==> src/rtl/master_rx_engine_pkg.sv <==
// rtl/master_rx_engine_pkg.sv - shared state encoding and command constants for the rx engine
package master_rx_engine_pkg;

  typedef enum logic [1:0] {
    ST_IDLE    = 2'd0,
    ST_RECEIVE = 2'd1,
    ST_DONE    = 2'd2
  } state_t;

  localparam logic [1:0] INSTR_READ = 2'b11;

endpackage

==> src/rtl/master_rx_engine_rx_fifo.sv <==
// rtl/master_rx_engine_rx_fifo.sv - registered word FIFO between the assembler and the output stream
module rx_fifo #(
  parameter int WIDTH = 8,
  parameter int DEPTH = 4
) (
  input  logic                       clk,
  input  logic                       reset,
  input  logic                       push,
  input  logic [WIDTH-1:0]           push_data,
  input  logic                       pop,
  output logic [WIDTH-1:0]           pop_data,
  output logic                       full,
  output logic                       empty,
  output logic [$clog2(DEPTH):0]     count
);

  localparam int AW = $clog2(DEPTH);

  logic [WIDTH-1:0] mem [DEPTH];
  logic [AW:0]      wr_ptr;
  logic [AW:0]      rd_ptr;

  // Extra pointer bit distinguishes full from empty when the indices coincide.
  assign count    = wr_ptr - rd_ptr;
  assign full     = (count == (AW+1)'(DEPTH));
  assign empty    = (count == '0);
  assign pop_data = mem[rd_ptr[AW-1:0]];

  // Storage write; contents are don't-care until pointed at by a valid entry.
  always_ff @(posedge clk) begin
    if (push && !full) begin
      mem[wr_ptr[AW-1:0]] <= push_data;
    end
  end

  // Pointer update; simultaneous push and pop leave the count unchanged.
  always_ff @(posedge clk) begin
    if (reset) begin
      wr_ptr <= '0;
      rd_ptr <= '0;
    end else begin
      if (push && !full) begin
        wr_ptr <= wr_ptr + 1'b1;
      end
      if (pop && !empty) begin
        rd_ptr <= rd_ptr + 1'b1;
      end
    end
  end

endmodule

==> src/rtl/master_rx_engine.sv <==
// rtl/master_rx_engine.sv - serial-lane burst receiver assembling words into an output FIFO
module master_rx_engine
  import master_rx_engine_pkg::*;
#(
  parameter int DATA_LEN   = 8,
  parameter int BURST_LEN  = 13,
  parameter int LANES      = 1,
  parameter int FIFO_DEPTH = 4,
  parameter int TIMEOUT    = 255
) (
  input  logic                 clk,
  input  logic                 reset,
  input  logic [1:0]           instruction,
  input  logic                 approval_grant,
  input  logic [BURST_LEN-1:0] burst_num,
  input  logic                 slave_valid,
  input  logic [LANES-1:0]     rx_data,
  output logic                 master_ready,
  output logic                 out_valid,
  input  logic                 out_ready,
  output logic [DATA_LEN-1:0]  out_data,
  output logic                 rx_done,
  output logic                 rx_abort,
  output logic                 busy
);

  localparam int BEATS   = DATA_LEN / LANES;
  localparam int BEAT_W  = (BEATS > 1) ? $clog2(BEATS) : 1;
  localparam int TMO_W   = $clog2(TIMEOUT + 1);
  localparam int FIFO_AW = $clog2(FIFO_DEPTH);

  state_t               state;
  logic [BURST_LEN-1:0] burst_lat;
  logic [BURST_LEN:0]   word_cnt;
  logic [BEAT_W-1:0]    beat_cnt;
  logic [TMO_W-1:0]     idle_cnt;
  logic [DATA_LEN-1:0]  asm_reg;
  logic [DATA_LEN-1:0]  word_next;

  logic                 fifo_full;
  logic                 fifo_empty;
  logic [FIFO_AW:0]     fifo_count;
  logic [DATA_LEN-1:0]  fifo_head;

  logic accept;
  logic last_beat;
  logic push;
  logic timed_out;

  assign master_ready = (state == ST_RECEIVE) && !fifo_full;
  assign accept       = slave_valid && master_ready;
  assign last_beat    = (beat_cnt == BEAT_W'(BEATS - 1));
  assign timed_out    = !accept && (idle_cnt == TMO_W'(TIMEOUT - 1));
  // A dropped grant wins over a beat arriving in the same cycle, so no partial word escapes.
  assign push         = accept && approval_grant && last_beat;
  assign busy         = (state != ST_IDLE);
  assign out_valid    = (fifo_count != '0);
  assign out_data     = fifo_empty ? '0 : fifo_head;

  // Merge the incoming beat so the final beat's bits land in the pushed word.
  always_comb begin
    word_next = asm_reg;
    word_next[beat_cnt*LANES +: LANES] = rx_data;
  end

  // Burst FSM: start on read grant, assemble beats, finish, or abort on grant loss/timeout.
  always_ff @(posedge clk) begin
    if (reset) begin
      state     <= ST_IDLE;
      burst_lat <= '0;
      word_cnt  <= '0;
      beat_cnt  <= '0;
      idle_cnt  <= '0;
      asm_reg   <= '0;
      rx_done   <= 1'b0;
      rx_abort  <= 1'b0;
    end else begin
      rx_done  <= 1'b0;
      rx_abort <= 1'b0;
      case (state)
        ST_IDLE: begin
          if (instruction == INSTR_READ && approval_grant) begin
            state     <= ST_RECEIVE;
            burst_lat <= burst_num;
            word_cnt  <= '0;
            beat_cnt  <= '0;
            idle_cnt  <= '0;
            asm_reg   <= '0;
          end
        end
        ST_RECEIVE: begin
          if (!approval_grant || timed_out) begin
            state    <= ST_IDLE;
            rx_abort <= 1'b1;
            beat_cnt <= '0;
            idle_cnt <= '0;
            asm_reg  <= '0;
          end else if (accept) begin
            idle_cnt <= '0;
            if (last_beat) begin
              beat_cnt <= '0;
              asm_reg  <= '0;
              word_cnt <= word_cnt + 1'b1;
              if (word_cnt == {1'b0, burst_lat}) begin
                state   <= ST_DONE;
                rx_done <= 1'b1;
              end
            end else begin
              beat_cnt <= beat_cnt + 1'b1;
              asm_reg  <= word_next;
            end
          end else begin
            idle_cnt <= idle_cnt + 1'b1;
          end
        end
        ST_DONE: begin
          state <= ST_IDLE;
        end
        default: begin
          state <= ST_IDLE;
        end
      endcase
    end
  end

  rx_fifo #(
    .WIDTH (DATA_LEN),
    .DEPTH (FIFO_DEPTH)
  ) u_fifo (
    .clk       (clk),
    .reset     (reset),
    .push      (push),
    .push_data (word_next),
    .pop       (out_valid && out_ready),
    .pop_data  (fifo_head),
    .full      (fifo_full),
    .empty     (fifo_empty),
    .count     (fifo_count)
  );

endmodule

==> config.mk <==
export PLATFORM = sky130hd
export DESIGN_NAME = master_rx_engine
export DESIGN_NICKNAME = d
export VERILOG_FILES = /design/src/rtl/master_rx_engine_pkg.sv /design/src/rtl/master_rx_engine_rx_fifo.sv /design/src/rtl/master_rx_engine.sv
export SDC_FILE = /design/constraint.sdc
export NUM_CORES = 1
export LEC_CHECK = 0
export BUFFER_PORTS_ARGS = -buffer_cell sky130_fd_sc_hd__clkbuf_2
export CAP_MARGIN = 5
export CORE_ASPECT_RATIO = 1.75
export CORE_MARGIN = 3
export CORE_UTILIZATION = 25
export CTS_CLUSTER_DIAMETER = 40
export DETAILED_ROUTE_END_ITERATION = 8
export GPL_TIMING_DRIVEN = 0
export SYNTH_ARGS = -nofsm -noshare
export SYNTH_HDL_FRONTEND = slang
export SYNTH_SLANG_ARGS = --single-unit
==> constraint.sdc <==
create_clock -name clk -period 3.5 [get_ports clk]
set_input_delay 0.7 -clock clk [delete_from_list [all_inputs] [get_ports clk]]
set_output_delay 0.7 -clock clk [all_outputs]
set_load 0.01 [all_outputs]
; Yosys cells after proc, flatten, opt, wreduce, memory -nomap -nowiden
; Memory sizes are Yosys's and may differ from the RTL's. A register that Yosys moved wholly into a read port is not among the register bits.
; Index checks and enable logic that the tools add are counted.
[totals]
output_inout_bits = 13
mem_bits_rw = 32
register_bits = 56
mem_count = 1
elab_cells = 94
[mem_list]
columns = name, depth, word_bits, read_ports, rd_ports_with_merged_regs, wr, line_no
row1 = u_fifo.mem, 4, 8, 1, 1, 1, master_rx_engine_rx_fifo.sv:19  ; logic [WIDTH-1:0] mem [DEPTH];
[classes]
bitwise_logic = 3
eq_ne = 13
shifts = 2
n_reduce_logical = 26
add_sub_neg = 7
mux = 32
[op_table]
columns = operator, count
row1 = two-way mux 14 bit, 4
row2 = two-way mux 8 bit, 7
row3 = negator 3 -> 34 bit, 1
row4 = variable shift 1 x 34 -> 8 bit (first input constant), 1
row5 = variable part select 1 x 34 -> 8 bit, 1
row6 = case mux 8 bit (2 select lines), 2
row7 = case mux 14 bit (2 select lines), 1
row8 = adder 14 x 1 -> 14 bit (second input constant), 1
row9 = == test 14 x 13 -> 1 bit, 1
row10 = two-way mux 2 bit, 7
row11 = two-way mux 3 bit, 4
row12 = adder 3 x 1 -> 3 bit (second input constant), 3
row13 = logical AND 1 bit, 9
row14 = adder 8 x 1 -> 8 bit (second input constant), 1
row15 = bitwise mux 8 bit, 1
row16 = == test 8 bit (second input constant), 1
row17 = inequality test 2 bit (second input constant), 4
row18 = == test 3 bit (second input constant), 2
row19 = inequality test 3 x 2 -> 1 bit (second input constant), 2
row20 = case mux 3 bit (2 select lines), 1
row21 = AND reduction 5 bit, 1
row22 = OR reduction 5 bit, 1
row23 = logical NOT 1 bit, 4
row24 = two-way mux 1 bit, 4
row25 = 15 further kinds, 19

; Depth between registers and ports, before layout
; Gate-level depths: netlist of run 1.
[depth]
ltp_word = 10
ltp_mapped = 8

; Hierarchy
; Synthesis of run 1 repeated with hierarchy kept, for this count alone.
[hier_totals]
cells_unflattened = 398
hier_area_um2 = 4271.6
[modules_own_cells]
columns = module, area_each_um2, cells_per_inst, seq_area_each_um2, instances
row1 = master_rx_engine, 2592.5, 300, 1001.0, 1
row2 = rx_fifo, 1679.1, 98, 1121.1, 1

; Least setup slack after synthesis of run 1
; OpenSTA, ideal clock, no wires.
[synth_path]
path_kind = register -> output
startpoint = register u_fifo.wr_ptr[0]
endpoint = output port out_data[0]
stages_incl_launch_ff = 8
n_path_buf = 1
t_arrival_ps = 1465
slack_ps = 1335
required_time_ps = 2800
path_cell_list = dfxtp_1 > inv_1 > ha_1 > nor2b_1 > xnor2_2 > nor2_1 > clkbuf_1 > nor2b_1
[synth_via]
elab_chain_len = 3
[synth_lines]
columns = element, line_no
row1 = start: declaration, master_rx_engine_rx_fifo.sv:20  ; logic [AW:0] wr_ptr;
row2 = start signal: assignment, master_rx_engine_rx_fifo.sv:43  ; wr_ptr <= wr_ptr + 1'b1;
row3 = subtractor 3 bit, master_rx_engine_rx_fifo.sv:24  ; assign count = wr_ptr - rd_ptr;
row4 = logical NOT 3 bit, master_rx_engine_rx_fifo.sv:26  ; assign empty = (count == '0);
row5 = two-way mux 8 bit, master_rx_engine.sv:58  ; assign out_data = fifo_empty ? '0 : fifo_head;
row6 = end: declaration, master_rx_engine.sv:21  ; output logic [DATA_LEN-1:0] out_data,
; Every way passes these cells.

; Worst setup path in the final report of run 1
; Ends and elaborated chain as after synthesis.

==> results of run 1 <==
==> worst max-delay path, delay by kind of cell, from the launching register on <==
family,cells,cell delay (ps)
xor gates and xnor gates,1,160
DFF,1,350
buffers and inverters,3,680
adders and majority gates,1,150
and+or+nand+nor,3,540
==> worst max path at each step <==
stage	depth (start not counted)	slack, ps	end
after floorplan	7	1330	out_data[0]
after global placement	6	800	u_fifo.wr_ptr[2]
after detailed placement	6	760	u_fifo.wr_ptr[2]
after CTS	8	490	out_data[0]
after global routing	8	250	out_data[0]
final	8	600	out_data[0]
==> stage by stage <==
step           instances  setup WS (ps)  util, %  power [W]
5_1_grt              670          252.9    30.26   0.002255
4_1_cts              670          492.5    30.26   0.002205
6_report             670          600.3    30.26   0.002175
2_1_floorplan        398           1335        -   0.001176
3_5_place_dp         654          758.6    28.40   0.001212
3_3_place_gp         654          802.3    28.40   0.001210
==> layer usage <==
layer	global-route usage [%]	routed length, µm	vias up	share of wire (%)
met5	0	0	-	0
met4	4.215	177	0	1.9
met3	2.644	331	10	3.6
met2	20.25	5174	40	57
met1	9.891	3436	1476	38
li1	-	-	1532	-
==> layout make-up <==
cell class / count / area, µm²
clock inverters: 7 / 81.33
flip-flops and latches: 90 / 2122
plain buffers: 18 / 75.07
well taps: 224 / 280.3
repair buffers: 32 / 160.2
fillers: 1711 / 11520
clock buffers: 9 / 225.2
inverters: 15 / 56.30
multi-input cells: 275 / 1999
==> kinds of logic after synthesis <==
logic type | after synthesis | synth area share, %
adder cells (fa/ha/maj) | 17 | 5.001
flip-flops | 90 | 49.90
AO/OA/AOI/OAI | 60 | 9.915
buffers and inverters | 33 | 3.089
AND/OR/NAND/NOR | 143 | 17.00
XOR/XNOR | 25 | 5.502
multiplexers | 30 | 9.591
==> power by group <==
| part | leakage [nW] | switching, W | internal (W) |
|---|---|---|---|
| sequential | 0.773 | 0.0000102 | 0.00108 |
| clock | 0.153 | 0.000421 | 0.000566 |
| combinational | 0.969 | 0.0000555 | 0.0000372 |
==> layout by cell type, fill, tap and decap left out, types with 9 or more instances in the layout <==
cell type / Yosys / final
dfxtp_1: 58 / 58
nor2_1: 46 / 46
clkbuf_2: 0 / 32
edfxtp_1: 32 / 32
nand2_1: 22 / 22
xor2_1: 21 / 21
nand3_1: 19 / 19
ha_1: 17 / 17
mux2i_1: 16 / 16
inv_1: 15 / 15
a21oi_1: 12 / 12
a31oi_1: 12 / 12
nor2b_1: 11 / 11
clkbuf_1: 11 / 11
o21ai_0: 11 / 11
clkbuf_16: 0 / 9
==> results.md, run 1 <==
* Clock sinks at 90
* Startpoint types: flip-flop
* H-tree depth at 3
* Clock latency on the worst-skew pair at about 340 ps
* Initial DRT Pass Iterations at 4
* Pleak at roughly 1.9 nW
* Unrepaired setup endpoints after global routing: false
* Critical path startpoint: u_fifo.wr_ptr[0]
* Worst setup path category: flip-flop to primary output
* Share of cells above drive strength 1 at around 18%
* Diodes inserted at 0
* Worst Hold End: asm_reg[1]
* Yosys top cell by area: dfxtp_1
* Initial Utilization at about a quarter
* Reg2reg end: u_fifo.wr_ptr[2]
* Ys async rst share at 0%
* Initial DRC count at about 130
* Die X at around 100 µm
* Hold Path Origin: asm_reg[1]
* Period Utilization, post-route at 82.85%
* Via density at around 4.6
* Post-synthesis cell area at 4253 µm²
* Vias in the first global route at between 3,000 and 4,000
* Routed vias at roughly 3,100
* Final instance area at 5000 µm²
* Row cnt at 62
* R2r setup slk at approximately 930 ps
* Root Driver: clkbuf_16
* Synth top area share at 27.30%
* Primary FF master, synth: dfxtp_1
* Total gr overflow at 0
* Core Box Area at between 15,000 and 20,000 µm²
* Synthesis-to-finish area growth at 17.56%
* Number of enable flip-flop cells after synthesis at 32
* Most common cell in the netlist: dfxtp_1
* CP required at between 2000 and 3000 ps
* Resize count post-CTS at 0
* Io pins at 34
* Worst Setup End Kind: primary output
* Hold_buf cts at 0
* Hold slack at between 400 and 500 ps
* DR DRC count at 0
* Outcome: finished, final reports clean
* Antenna-violating nets left at 0
* Count of cell types in the netlist at 49
* Syn Nets at 436
* Die ar. at roughly 19,000 µm²
* Max stage delay on crit path at 410 ps
* Synth Warn # at 0
* TritonCTS clock tree: yes
* R2R Path Start: u_fifo.wr_ptr[0]
* Die Y at between 150 and 200 µm
* Syn Area/Cell at ~11 µm²
* Final HPWL DP at between 6 and 7 mm
* Max-slew headroom at around half
* Worst Tran Pin Value at roughly 760 ps
* Worst-path fanout max at 10
* Area contributors post-synth: dfxtp_1 (27%), edfxtp_1 (23%), ha_1 (5.0%)
* FF-to-FF path depth at 7
* Most frequent cells after synthesis: dfxtp_1 (58), nor2_1 (46), edfxtp_1 (32)
* First-pass GRT wire length at about 15 mm
* Slew Limit Fails at 0
* Setup bufs post-CTS at 0
* Placed instance area at 4693 µm²
* Largest net degree at the start of global routing at 18
* Skew final at 7.729 ps
* IO Port Bufs at 32
* CP cell instances: inv_1, ha_1, nor2b_1, xnor2_2, nor2_1, clkbuf_1, nor2b_1, clkbuf_2
* Slowest-stage cell, CP: clkbuf_1
* Tightest Hold Check Type: flip-flop to flip-flop
* Seq/Total Area, Yosys at 49.90%
* Power per cell area at 435.0 nW/µm²
* TritonCTS buffer count at 9
* Final hold violation count at 0
* Max VDD drop at ~270 µV
* CP arrival at approximately 2200 ps
* Fmax at ~340 MHz
* Final WL at 9.119 mm
* Crit path top cell by count: nor2b_1
* Final setup fails at 0
* Gate Count Post-Synth at ~400
* Initial antenna violation count at 0
* Number of flip-flops in the largest register at 32
* Max cap viols at 0
* Clk buf depth at 2
* Routability-driven placement congestion ratio at 0.7760
* GR Util All Layers at 10.23%
* Setup TNS at 0 ps
* Clock transition at the registers of the reported paths at ~70 ps
* Drt wl/cell at between 10 and 15 µm
* Fin crit period at 2900 ps
* WHS Path Cells at 1
* # nets final at approximately 480
* Post-synthesis register bit count at 90
(Power assumes the default switching activity.)
==> inputs of run 2 (changes only) <==
==> constraint.sdc (replaced) <==
create_clock -name clk -period 2.6 [get_ports clk]
set_input_delay 0.52 -clock clk [delete_from_list [all_inputs] [get_ports clk]]
set_output_delay 0.52 -clock clk [all_outputs]
set_load 0.01 [all_outputs]
==> results.md, run 2 (synthesis results as in run 1) <==
* Power per cell area at 581.3 nW/µm² (+34%)
* DR DRC count at 0 (unchanged)
* Final instance area at 5047 µm² (+0.95%)
* Pleak at 1.917 nW (+1.1%)
* Initial antenna violation count at 0 (unchanged)
* Area occupied by multi-input gates at 2023 µm² (+1.2%)
* GR Util All Layers at 10.21% (-0.023 points)
* Clock latency on the worst-skew pair at 340 ps (about the same)
* Most frequent cells in the layout: dfxtp_1 (57), nor2_1 (46), clkbuf_2 (32), edfxtp_1 (32), nand2_1 (22)
* TritonCTS buffer count at 9 (unchanged)
* Critical path startpoint: u_fifo.wr_ptr[0]
* CP required at 2080 ps (-720 ps)
* IO Port Bufs at 32 (unchanged)
* Root Driver: clkbuf_16
* Clk buf depth at 2 (unchanged)
* Total gr overflow at 0 (unchanged)
* Die X at 104.6 µm (unchanged)
* Clock transition at the registers of the reported paths at 70 ps (about the same)
* Outcome: finished, final reports clean
* CP arrival at 1850 ps (-350 ps)
* Fillcell total at 1,704 (-0.41%)
* Fmax at 421.5 MHz
* Tightest Hold Check Type: input port to flip-flop
* Storage cell area at 2123 µm² (about the same)
* Worst Setup End Kind: primary output
* Post-Route Utilization at 30.55% (+0.29 points)
* Vias in the first global route at 3,198 (+0.16%)
* Fin worst setup slack at 227.6 ps (-372.6 ps)
* Max-slew headroom at 51.05% (+1.7 points)
* Diodes inserted at 0 (unchanged)
* Worst setup path category: flip-flop to primary output
* Drt wl/cell at 13.71 µm (+0.75%)
* # nets final at 481 (+0.42%)
* Fin crit period at 2372 ps
* Largest net degree at the start of global routing at 18 (unchanged)
* Setup TNS at 0 ps (unchanged)
* Hold_buf cts at 0 (unchanged)
* H-tree depth at 3 (unchanged)
* Skew final at 7.239 ps (-0.4895 ps)
* Worst Tran Pin Value at 728.7 ps (-31.59 ps)
* Core Box Area at 16,520 µm² (unchanged)
* Synthesis-to-finish area growth at 18.68%
* TritonCTS clock tree: yes
* Hold slack at 412.3 ps (-67.39 ps)
* Max VDD drop at 361.2 µV (+35%)
* Worst-path fanout max at 10 (unchanged)
* Unrepaired setup endpoints after global routing: false
* R2R Path Start: u_fifo.wr_ptr[0]
* Share of cells above drive strength 1 at 19.87% (+1.9 points)
* Slew Limit Fails at 0 (unchanged)
* Pre-CTS setup slack at -56.02 ps (-814.6 ps)
* Routed vias at 3,073 (+0.49%)
* Die ar. at 18,670 µm² (unchanged)
* Startpoint types: flip-flop
* Max cap viols at 0 (unchanged)
* Initial DRC count at 100 (-21%)
* Placed instance area at 4693 µm² (unchanged)
* Antenna-violating nets left at 0 (unchanged)
* Row cnt at 62 (unchanged)
* Initial DRT Pass Iterations at 4 (unchanged)
* Most common cell after layout, fill and taps aside: dfxtp_1
* Period Utilization, post-route at about nine tenths
* Routability-driven placement congestion ratio at 0.7760 (unchanged)
* Final setup fails at 0 (unchanged)
* Die Y at 178.5 µm (unchanged)
* Clock sinks at 90 (unchanged)
* Hold Path Origin: burst_num[1]
* Io pins at 34 (unchanged)
* Via density at 4.573 (+0.19%)
* First-pass GRT wire length at 15.21 mm (-0.18%)
* Final WL at 9.215 mm (+1.1%)
* Final HPWL DP at 6.974 mm (unchanged)
* Final hold violation count at 0 (unchanged)
* Initial Utilization at 25.74% (unchanged)
* Number of flip-flops in the largest register at 32 (unchanged)
[run 2: repair_timing]
action | CTS | global route
cloned | 0 | 0
buffers inserted | 2 | 1
pin swaps | 1 | 1
hold endpoints to repair | 0 | 0
gates resized for setup | 4 | 4
endpoints found under the setup margin | 11 | 10
[run 2: metrics by stage]
step	total power, W	instances
after detailed placement	0.001632	654
after floorplan	0.001584	398
after CTS	0.002968	671
after global placement	0.001629	654
after global routing	0.003035	672
final	0.002934	672
[run 2: final timing paths]
kind                            depth (start not counted)  slack, ps               end
worst min register to register                          1        480        asm_reg[1]
worst max-delay path                                    8        230       out_data[0]
worst max register to register                          8        230  u_fifo.wr_ptr[2]
worst min-delay path                                    3        410      burst_lat[1]
[run 2: critical path, stage by stage, from the launching register on]
cell and delay [ps]:
dfxtp_2 360, inv_1 90, ha_1 180, nor2b_4 140, xnor2_2 190, nor2_1 90, clkbuf_4 200, nor2b_1 130
clkbuf_2 140
[run 2: metal layers]
metal,track usage [%],routed length [µm],vias up,share of wire [%]
li1,-,-,1532,-
met1,9.823,3461,1490,38
met2,20.25,5242,39,57
met3,2.644,324,12,3.5
met4,4.215,186,0,2.0
met5,0,0,-,0
[run 2: power breakdown]
group / switching [W] / internal (W)
Sequential: 0.0000139 / 0.00146
Combinational: 0.0000743 / 0.0000502
Clock: 0.000573 / 0.000762
Total: 0.000661 / 0.00227
[run 2: area by class of cell]
cell class / instances / share of cell area, %
buffer: 17 / 1.487
clock buffer: 9 / 4.462
clock inverter: 7 / 1.611
inverter: 15 / 1.116
multi-input combinational: 275 / 40.08
sequential: 90 / 42.07
tap: 224 / 5.553
timing repair buffer: 35 / 3.619
==> inputs of run 3 (changes only) <==
--- a/config.mk
+++ b/config.mk
@@ -13,6 +13,7 @@
 export CTS_CLUSTER_DIAMETER = 40
 export DETAILED_ROUTE_END_ITERATION = 8
 export GPL_TIMING_DRIVEN = 0
+export SETUP_SLACK_MARGIN = 0.4
 export SYNTH_ARGS = -nofsm -noshare
 export SYNTH_HDL_FRONTEND = slang
 export SYNTH_SLANG_ARGS = --single-unit
==> constraint.sdc (replaced) <==
create_clock -name clk -period 2.6 [get_ports clk]
set_input_delay 0.52 -clock clk [delete_from_list [all_inputs] [get_ports clk]]
set_output_delay 0.52 -clock clk [all_outputs]
set_load 0.05 [all_outputs]
==> results.md, run 3 (synthesis results as in run 1) <==
* Outcome: finished, final reports clean
* Initial antenna violation count at 0 (unchanged)
* Skew final at 8.372 ps (+1.132 ps)
* Synthesis-to-finish area growth at 27.18%
* Max VDD drop at 285.6 µV (-21%)
* Tightest Hold Check Type: input port to flip-flop
* Post-Place Cells at 654 (unchanged)
* First-pass GRT wire length at 15.83 mm (+4.1%)
* Die X at 104.6 µm (unchanged)
* Fmax at 437.3 MHz (+3.7%)
* Final non-filler cell total at 682 (+1.5%)
* TritonCTS buffer count at 9 (unchanged)
* Clock transition at the registers of the reported paths at 60 ps (about the same)
* CP required at 2080 ps (about the same)
* Diodes inserted at 0 (unchanged)
* Power per cell area at 523.6 nW/µm² (-9.9%)
* Switching power at 0.0006590 W (-0.34%)
* Initial DRC count at 112 (+12%)
* Worst Tran Pin Value at 762.9 ps (+34.23 ps)
* Most frequent cells in the layout: dfxtp_1 (53), nor2_1 (43), edfxtp_1 (32), clkbuf_2 (22), nand2_1 (21)
* Pleak at 2.033 nW (+6.1%)
* Clk buf depth at 2 (unchanged)
* Switching part of the total at 23.27% (+0.73 points)
* Largest net degree at the start of global routing at 17 (-1)
* Fillcell total at 1,682 (-1.3%)
* Worst setup path category: flip-flop to primary output
* Gate power share at 4.8% (+0.6 points)
* TritonCTS clock tree: yes
* Row cnt at 62 (unchanged)
* Final setup fails at 0 (unchanged)
* Final hold violation count at 0 (unchanged)
* GR Util All Layers at 10.70% (+0.49 points)
* Via density at 4.661 (+1.9%)
* Core Box Area at 16,520 µm² (unchanged)
* Startpoint types: flip-flop
* Max-slew headroom at 48.75% (-2.3 points)
* Root Driver: clkbuf_16
* Most common cell after layout, fill and taps aside: dfxtp_1
* Flop pwr share at 52.0% (+1.7 points)
* Gr busiest metal: met2
* Die ar. at 18,670 µm² (unchanged)
* Hold_buf cts at 0 (unchanged)
* Clock latency on the worst-skew pair at 340 ps (about the same)
* Slew Limit Fails at 0 (unchanged)
* Max cap viols at 0 (unchanged)
* IO Port Bufs at 32 (unchanged)
* # nets final at 491 (+2.1%)
* Drt wl/cell at 14.22 µm (+3.7%)
* Unrepaired setup endpoints after global routing: true
* Routability-driven placement congestion ratio at 0.7742 (-0.23%)
* Clock sinks at 90 (unchanged)
* Post-Route Utilization at 32.74% (+2.2 points)
* Final WL at 9.698 mm (+5.2%)
* DR DRC count at 0 (unchanged)
* Worst-path fanout max at 5 (-5)
* Initial Utilization at 25.74% (unchanged)
* GR Layer Usage met3 at 2.499% (-0.14 points)
* Share of cells above drive strength 1 at 28.38% (+8.5 points)
* Worst Setup End Kind: primary output
* Period Utilization, post-route at 87.95% (-3.3 points)
* Io pins at 34 (unchanged)
* Fin crit period at 2287 ps (-85.68 ps)
* Total gr overflow at 0 (unchanged)
* GR Util met1 at 10.25% (+0.43 points)
* Antenna-violating nets left at 0 (unchanged)
* Clk pwr share at 43.1% (-2.4 points)
* CP arrival at 1770 ps (-80 ps)
* Fin worst setup slack at 313.3 ps (+85.68 ps)
* Die Y at 178.5 µm (unchanged)
* Number of flip-flops in the largest register at 32 (unchanged)
* Final HPWL DP at 6.939 mm (-0.51%)
* Pre-CTS setup slack at -56.49 ps (-0.4765 ps)
* Routed vias at 3,179 (+3.4%)
* Vias in the first global route at 3,258 (+1.9%)
* Met2 Use GR at 21.14% (+0.89 points)
* P_int at 0.002173 W (-4.4%)
* Initial DRT Pass Iterations at 4 (unchanged)
* H-tree depth at 3 (unchanged)
-- run 3: power groups by stage --
stage                     Combinational (W)  Clock (W)  Sequential (W)
after floorplan                   0.0000860          0         0.00150
after global placement             0.000127          0         0.00151
after detailed placement           0.000130          0         0.00151
after CTS                          0.000134    0.00125         0.00147
after global routing               0.000149    0.00131         0.00147
final                              0.000136    0.00122         0.00147
-- run 3: stage by stage --
step	power, W	hold WS, ps	TNS, ps	cell area, µm²
finish	0.002832	413.1	0	5409
global route	0.002930	430.0	0	5409
CTS	0.002862	407.2	0	5321
detailed placement	0.001637	459.3	-388.3	4718
global placement	0.001633	456.0	-193.6	4718
floorplan	0.001588	439.4	0	4278
-- run 3: final timing paths --
kind / start / to / slack [ps] / depth (start not counted)
setup / recovery: u_fifo.wr_ptr[0] / out_data[0] / 310 / 8
hold / removal: burst_num[8] / burst_lat[8] / 410 / 3
setup reg to reg: beat_cnt[0] / asm_reg[4] / 500 / 7
hold reg to reg: word_cnt[13] / word_cnt[13] / 480 / 1
-- run 3: layout make-up --
| cell class | instances | area (µm²) | area share [%] |
|---|---|---|---|
| Buffer | 18 | 101.3 | 1.874 |
| Clock buffer | 10 | 229.0 | 4.233 |
| Clock inverter | 6 | 47.55 | 0.8790 |
| Inverter | 15 | 58.81 | 1.087 |
| Multi-Input combinational cell | 275 | 2195 | 40.57 |
| Sequential cell | 90 | 2131 | 39.39 |
| Tap cell | 224 | 280.3 | 5.182 |
| Timing Repair Buffer | 44 | 366.6 | 6.778 |
-- run 3: timing repair --
action,CTS,global route
gates cloned,1,0
resized for setup,63,25
pin swaps,5,3
buffers inserted,10,1
setup endpoints to repair,69,49
-- run 3: layer usage --
layer	share of wire, %	vias up
met5	0	-
met1	38	1544
li1	-	1546
met3	3.5	20
met2	56	69
met4	2.9	0
-- run 3: critical path: stages, from the launching register on --
cell	delay [ps]
dfxtp_2	350
inv_2	60
ha_4	150
nor2b_4	130
xnor2_2	150
nor2_4	200
clkbuf_16	200
nor2b_4	50
buf_8	140
